$ cat src/rtl/vu_enq_issue_ctrl.sv
// Issue controller: all-or-nothing enqueue into cmdq / ximm1q using per-queue credits,
// with a DRAIN mode. Optional replay statistics counter enabled by `define ISSUE_STATS_EN.
module vu_enq_issue_ctrl #(
  parameter int CMD_W   = 32,
  parameter int IMM_W   = 64,
  parameter int CMDQ_D  = 4,
  parameter int XIMMQ_D = 4
) (
  input  logic             clk,
  input  logic             reset,
  input  logic             io_valid,
  input  logic             io_sigs_enq_cmdq,
  input  logic             io_sigs_enq_ximm1q,
  input  logic [CMD_W-1:0] io_cmd,
  input  logic [IMM_W-1:0] io_imm,
  output logic             io_replay,
  output logic             io_cmdq_valid,
  output logic [CMD_W-1:0] io_cmdq_bits,
  output logic             io_ximm1q_valid,
  output logic [IMM_W-1:0] io_ximm1q_bits,
  input  logic             io_cmdq_deq,
  input  logic             io_ximm1q_deq,
  input  logic             io_drain,
  output logic             io_idle,
  output logic             io_dbg_drain
`ifdef ISSUE_STATS_EN
  ,
  output logic [15:0]      io_replay_cnt
`endif
);

  // Handshake: io_valid is a single-cycle offer. The instruction is taken in the same
  // cycle unless io_replay is high; a replayed instruction must be re-presented later.
  // io_*_valid are one-cycle enqueue strobes; io_*_deq return one credit each.

  localparam int CCW = $clog2(CMDQ_D + 1);
  localparam int XCW = $clog2(XIMMQ_D + 1);
  localparam logic [CCW-1:0] CMD_FULL = CCW'(CMDQ_D);
  localparam logic [XCW-1:0] IMM_FULL = XCW'(XIMMQ_D);

  typedef enum logic {ST_RUN = 1'b0, ST_DRAIN = 1'b1} state_e;

  state_e           state_q, state_d;
  logic [CCW-1:0]   cmdq_cred_q, cmdq_cred_d;
  logic [XCW-1:0]   ximm_cred_q, ximm_cred_d;
  logic             cmdq_valid_q, cmdq_valid_d;
  logic             ximm_valid_q, ximm_valid_d;
  logic [CMD_W-1:0] cmdq_bits_q, cmdq_bits_d;
  logic [IMM_W-1:0] ximm_bits_q, ximm_bits_d;

  logic blk;
  logic accept;
  logic cmd_take;
  logic imm_take;
  logic idle;

  always_comb begin
    // A drain request blocks issue in the very cycle it is raised, not one cycle later.
    blk      = (io_sigs_enq_cmdq   && (cmdq_cred_q == '0)) ||
               (io_sigs_enq_ximm1q && (ximm_cred_q == '0)) ||
               (state_q == ST_DRAIN) || io_drain;
    accept   = io_valid && !blk;
    cmd_take = accept && io_sigs_enq_cmdq;
    imm_take = accept && io_sigs_enq_ximm1q;
    idle     = (cmdq_cred_q == CMD_FULL) && (ximm_cred_q == IMM_FULL) &&
               !cmdq_valid_q && !ximm_valid_q;
  end

  always_comb begin
    cmdq_cred_d = cmdq_cred_q;
    unique case ({cmd_take, io_cmdq_deq})
      2'b10:   cmdq_cred_d = cmdq_cred_q - 1'b1;
      // A credit return with nothing outstanding is dropped instead of wrapping.
      2'b01:   cmdq_cred_d = (cmdq_cred_q == CMD_FULL) ? cmdq_cred_q : cmdq_cred_q + 1'b1;
      default: cmdq_cred_d = cmdq_cred_q;
    endcase

    ximm_cred_d = ximm_cred_q;
    unique case ({imm_take, io_ximm1q_deq})
      2'b10:   ximm_cred_d = ximm_cred_q - 1'b1;
      2'b01:   ximm_cred_d = (ximm_cred_q == IMM_FULL) ? ximm_cred_q : ximm_cred_q + 1'b1;
      default: ximm_cred_d = ximm_cred_q;
    endcase
  end

  always_comb begin
    cmdq_valid_d = cmd_take;
    ximm_valid_d = imm_take;
    cmdq_bits_d  = cmd_take ? io_cmd : cmdq_bits_q;
    ximm_bits_d  = imm_take ? io_imm : ximm_bits_q;
  end

  always_comb begin
    state_d = state_q;
    unique case (state_q)
      ST_RUN:   if (io_drain) state_d = ST_DRAIN;
      ST_DRAIN: if (!io_drain && idle) state_d = ST_RUN;
      default:  state_d = ST_RUN;
    endcase
  end

  always_ff @(posedge clk or posedge reset) begin
    if (reset) begin
      state_q      <= ST_RUN;
      cmdq_cred_q  <= CMD_FULL;
      ximm_cred_q  <= IMM_FULL;
      cmdq_valid_q <= 1'b0;
      ximm_valid_q <= 1'b0;
      cmdq_bits_q  <= '0;
      ximm_bits_q  <= '0;
    end else begin
      state_q      <= state_d;
      cmdq_cred_q  <= cmdq_cred_d;
      ximm_cred_q  <= ximm_cred_d;
      cmdq_valid_q <= cmdq_valid_d;
      ximm_valid_q <= ximm_valid_d;
      cmdq_bits_q  <= cmdq_bits_d;
      ximm_bits_q  <= ximm_bits_d;
    end
  end

`ifdef ISSUE_STATS_EN
  logic [15:0] replay_cnt_q, replay_cnt_d;

  always_comb begin
    replay_cnt_d = replay_cnt_q;
    if (io_replay && (replay_cnt_q != 16'hFFFF)) replay_cnt_d = replay_cnt_q + 16'd1;
  end

  always_ff @(posedge clk or posedge reset) begin
    if (reset) replay_cnt_q <= '0;
    else       replay_cnt_q <= replay_cnt_d;
  end

  assign io_replay_cnt = replay_cnt_q;
`endif

  assign io_replay       = io_valid && blk;
  assign io_cmdq_valid   = cmdq_valid_q;
  assign io_cmdq_bits    = cmdq_bits_q;
  assign io_ximm1q_valid = ximm_valid_q;
  assign io_ximm1q_bits  = ximm_bits_q;
  assign io_idle         = idle;
  assign io_dbg_drain    = (state_q == ST_DRAIN);

endmodule

$ cat config.mk
export PLATFORM = sky130hd
export DESIGN_NAME = vu_enq_issue_ctrl
export DESIGN_NICKNAME = d
export VERILOG_FILES = /design/src/rtl/vu_enq_issue_ctrl.sv
export SDC_FILE = /design/constraint.sdc
export NUM_CORES = 1
export LEC_CHECK = 0
export ABC_AREA = 1
export CAP_MARGIN = 5
export CORE_MARGIN = 8
export CORE_UTILIZATION = 30
export DETAILED_ROUTE_END_ITERATION = 7
export SETUP_SLACK_MARGIN = 0.15
export SLEW_MARGIN = 10
export SYNTH_ARGS = -nofsm -noshare
export SYNTH_HDL_FRONTEND = slang
export SYNTH_SLANG_ARGS = --single-unit
$ cat constraint.sdc
create_clock -name clk -period 3.9 [get_ports clk]
set_input_delay 0.585 -clock clk [delete_from_list [all_inputs] [get_ports clk]]
set_output_delay 0.585 -clock clk [all_outputs]
set_load 0.03 [all_outputs]
# ---- After elaboration in Yosys (flattened, before gate mapping)
# Cells that the tools add are included.
dict set report op_classes {
  reduce_logical 23
  muxes 7
  add_sub_neg 4
  eq_ne 8
  bitwise_logic 1
}
# op n
set ops {}
lappend ops {{$pmux 3 s2} 2}
lappend ops {{$logic_and 1x1->1} 10}
lappend ops {{$add 3x1->3 const B} 2}
lappend ops {{$eq 3x3->1 const B} 2}
lappend ops {{$logic_not 3->1} 2}
lappend ops {{$mux 3} 2}
lappend ops {{$sub 3x1->3 const B} 2}
lappend ops {{$eq 2x1->1 const B} 2}
lappend ops {{$eq 2x2->1 const B} 2}
lappend ops {{$logic_not 1->1} 4}
lappend ops {{$ne 2x2->1 const B} 2}
lappend ops {{$reduce_and 2->1} 2}
lappend ops {{$reduce_bool 2->1} 2}
lappend ops {{$logic_or 1x1->1} 3}
lappend ops {{$mux 1} 2}
lappend ops {{$pmux 1 s2} 1}
lappend ops {{$not 1->1} 1}
dict set report totals {
  out_inout_bits 101
  reg_bits 105
}

# ---- Longest topological paths before layout
dict set report depth {
  word_depth 11
  ltp_mapped 10
  mapped_depth_nobuf 10
}

# ---- Least setup slack after synthesis
# Ideal clock, no wire load.
dict set report synth_timing {
  path_kind {register to output}
  startpoint {reg cmdq_cred_q[1]}
  endpoint {out io_idle}
  n_path_buf 0
  path_stages_with_launch 4
  arrival_ns 1.777
  slack_ns 1.538
  path_cell_list {dfrtp_1 -> nor2_1 -> nand2_1 -> nor4_1}
}
dict set report synth_via {
  elab_chain_cells 4
}
# element line_no
set synth_rtl {}
lappend synth_rtl {{start: declaration} 44} ;# logic [CCW-1:0] cmdq_cred_q, cmdq_cred_d;
lappend synth_rtl {{start signal: assignment} 113} ;# cmdq_cred_q <= cmdq_cred_d;
lappend synth_rtl {{$eq 3x3->1} 65} ;# idle = (cmdq_cred_q == CMD_FULL) && (ximm_cred_q == IMM_FULL) &&
lappend synth_rtl {{$logic_and 1x1->1 (2 in series)} 65}
lappend synth_rtl {{$logic_and 1x1->1} 66} ;# !cmdq_valid_q && !ximm_valid_q;
lappend synth_rtl {{end: declaration} 24} ;# output logic io_idle,
# Every way passes these cells.

# ---- Worst setup path after layout
dict set report layout_timing {
  startpoint {reg cmdq_cred_q[0]}
  endpoint {out io_idle}
}
# The elaborated chain is that of the path after synthesis.

==> metrics.txt <==
initial core utilization=30.1%; Setup crit start kind=flop; vias in the first global route=roughly 3800; Critical Path AT=2.30 ns; hold path start=io_ximm1q_bits[43]; post-synth top area cell=dfrtp_1; largest net degree at the start of global routing=61; core outline area=approximately 0.014 mm^2; reg2reg start=cmdq_cred_q[2]; full die area=0.0185 mm^2; root buffer cell=clkbuf_16; Die Y=136 um; final setup margin=1.01 ns; post-synthesis cell count=between 400 and 500; CTS Hold Bufs=0; clock share of power=a little under a quarter; Ant. Diodes=0; Post-CTS Setup Inserts=0; syn_nets=577; Avg Cell Area, Syn=9.16 um^2; Yosys warning count=0; Slew HR=a little under three fifths; sequential share of power=a little over a third; GR Util All Layers=between 10% and 20%; # DRC=0; Layout area overhead=57.6%; Chip Width=~140 um; Critical Path End Type=primary output; Hold Path Class=reg -> reg; NetSw=between 1.5 and 2 mW; share of cells above drive strength 1=under 10%; CTS max path bufs=2; Clock transition at path regs=approximately 0.070 ns; Int Power=between 2 and 3 mW; Logic pwr share=40.5%; pre-CTS WS=between 1 and 1.5 ns; DRT Wirelength=12.9 mm; total global routing overflow=0; # rows=44; Clock Skews=around 0.0062 ns; global-route wire length before repair=20.4 mm; data required time of the worst path=3.31 ns; Area contributors post-synth=dfrtp_1 60%, nand2_1 25%, nand2_2 2.9%; Final Hold Vio Count=0; CTS tree=built; kind of critical path=reg -> out; routed via count=roughly 3700; min cycle time layout=just under 3 ns; max-cap violations=0; sequential area share after synthesis=approximately three fifths; Routed WL per cell=15.1 um; FILL cells=1337; RSZ-0062 raised after global routing=no; placer congestion estimate=about 0.73; Max Clk Rate=roughly 350 MHz; TritonRoute pass-1 iters=4; H-tree depth=3; clock buffer count from CTS=9; clock sink total=105; switching part of the total power=a little under two fifths; initial antenna violation count=0; Yosys top cell area share=between 50% and 60%; status=finished clean; post-CTS resize count=0; Pleak=3.36 nW; io pins=between 200 and 250; Post-DRT Antenna Nets=0; power density over cell area=approximately 670 mW/mm^2; Worst-Margin Slew=between 0.6 and 0.7 ns; Critical Path Source=cmdq_cred_q[0]; IO buf count=a little over 200; VDD IR-drop max=0.247 mV; initial drt markers=between 200 and 250; WHS=~0.48 ns; Cell Area, Synth=0.00431 mm^2; synthesized flop and latch total=105; Crit Path Max Fanout=3; vias per inst=about 4.3; Synth cell types=23; Final setup violation count=0; Final period util=about three quarters; worst reg-to-reg setup slack=roughly 1.7 ns; HPWL after DPL=roughly 9.6 mm; Pins Over Slew Limit=0; worst skew pair latency=between 0.3 and 0.4 ns; setup TNS=0 ns; Nets=775
## per-layer routing
| metal | vias to the layer above | share of wire, % | GRT usage [%] |
|---|---|---|---|
| met3 | 15 | 8.2 | 4.51 |
| met4 | 0 | 2.0 | 6.16 |
| met2 | 130 | 50 | 23.3 |
| met5 | - | 0 | 0 |
| met1 | 1722 | 40 | 16.3 |
| li1 | 1825 | - | - |
## sequential cells by signal, summed over array words and instances, names as in the netlist
register         count
io_cmdq_valid        1
io_ximm1q_valid      1
cmdq_cred_q          3
io_dbg_drain         1
ximm_cred_q          3
io_ximm1q_bits      64
io_cmdq_bits        32
## final timing paths
kind	cells past startpoint	to
min in group asynchronous	2	io_ximm1q_bits[10]
max	4	io_idle
min	2	io_ximm1q_bits[43]
max in group asynchronous	3	ximm_cred_q[2]
max reg2reg	6	io_cmdq_bits[24]
min reg2reg	2	io_ximm1q_bits[43]
## cell usage in the layout, fill, tap and decap left out, drive strengths merged
| cell | n |
|---|---|
| clkinv | 1 |
| nor2 | 5 |
| nand3b | 2 |
| nand4 | 6 |
| dfstp | 2 |
| xor2 | 2 |
| fa | 2 |
| buf | 3 |
| bufinv | 3 |
| nor4 | 1 |
| clkdlybuf4s50 | 204 |
| o21ai | 1 |
| nand2 | 306 |
| dfrtp | 103 |
| inv | 13 |
| a21oi | 2 |
| clkbuf | 11 |
| nand3 | 7 |
## critical path, stage by stage, from the launching register on
cell and delay, ns:
dfrtp_1 0.43, nor2_1 0.28, nand2_1 0.13, nor4_1 0.36, clkdlybuf4s50_1 0.76
## cell type report
type / count / area (um^2) / share of cell area [%]
inverter: 12 / 47.5 / 0.700
tap: 184 / 230 / 3.39
multi-input combinational: 334 / 1440 / 21.1
sequential: 105 / 2630 / 38.7
clock inverter: 5 / 110 / 1.62
timing repair buffer: 207 / 2090 / 30.7
clock buffer: 11 / 253 / 3.72
## through the flow
stage | total power [mW] | instances | util [%] | area, um^2
final | 4.54 | 858 | 47.5 | 6800
after global routing | 4.80 | 858 | 47.5 | 6800
after CTS | 4.60 | 858 | 47.5 | 6800
after detailed placement | 3.50 | 842 | 44.9 | 6430
after global placement | 3.48 | 842 | 44.9 | 6430
after floorplan | 2.62 | 471 | - | 4310
## synth_stat cells
| master | count |
|---|---|
| nand2_1 | 286 |
| dfrtp_1 | 103 |
| nand2_2 | 20 |
| buf_6 | 10 |
| inv_1 | 8 |
| nand3_1 | 6 |
| buf_2 | 4 |
| buf_4 | 4 |
| inv_2 | 4 |
| nand4_1 | 4 |
| nor2_1 | 3 |
| buf_12 | 2 |
| dfstp_2 | 2 |
| fa_1 | 2 |
| nand3b_1 | 2 |
| nand4_4 | 2 |
| nor2_2 | 2 |
| xor2_1 | 2 |
| a21oi_1 | 1 |
| a21oi_4 | 1 |
| nand3_2 | 1 |
| nor4_1 | 1 |
| o21ai_0 | 1 |
## power by group through the flow
stage          logic, mW  clock network, mW  registers [mW]
2_1_floorplan      0.377                  0            2.24
5_1_grt             1.97               1.15            1.68
3_3_place_gp        1.84                  0            1.64
6_report            1.84               1.07            1.63
4_1_cts             1.86               1.11            1.63
3_5_place_dp        1.86                  0            1.64
## kinds of logic (layout without fill, tap and decap cells)
kind of cell	Yosys count	count (layout)	share of synthesized area, %
buf+inv	32	235	5.74
flops	105	105	61.0
compound gates	3	3	0.609
xor+xnor	2	2	0.406
fa+ha+maj	2	2	0.928
simple gates	327	327	31.3
(Power assumes the default switching activity.)
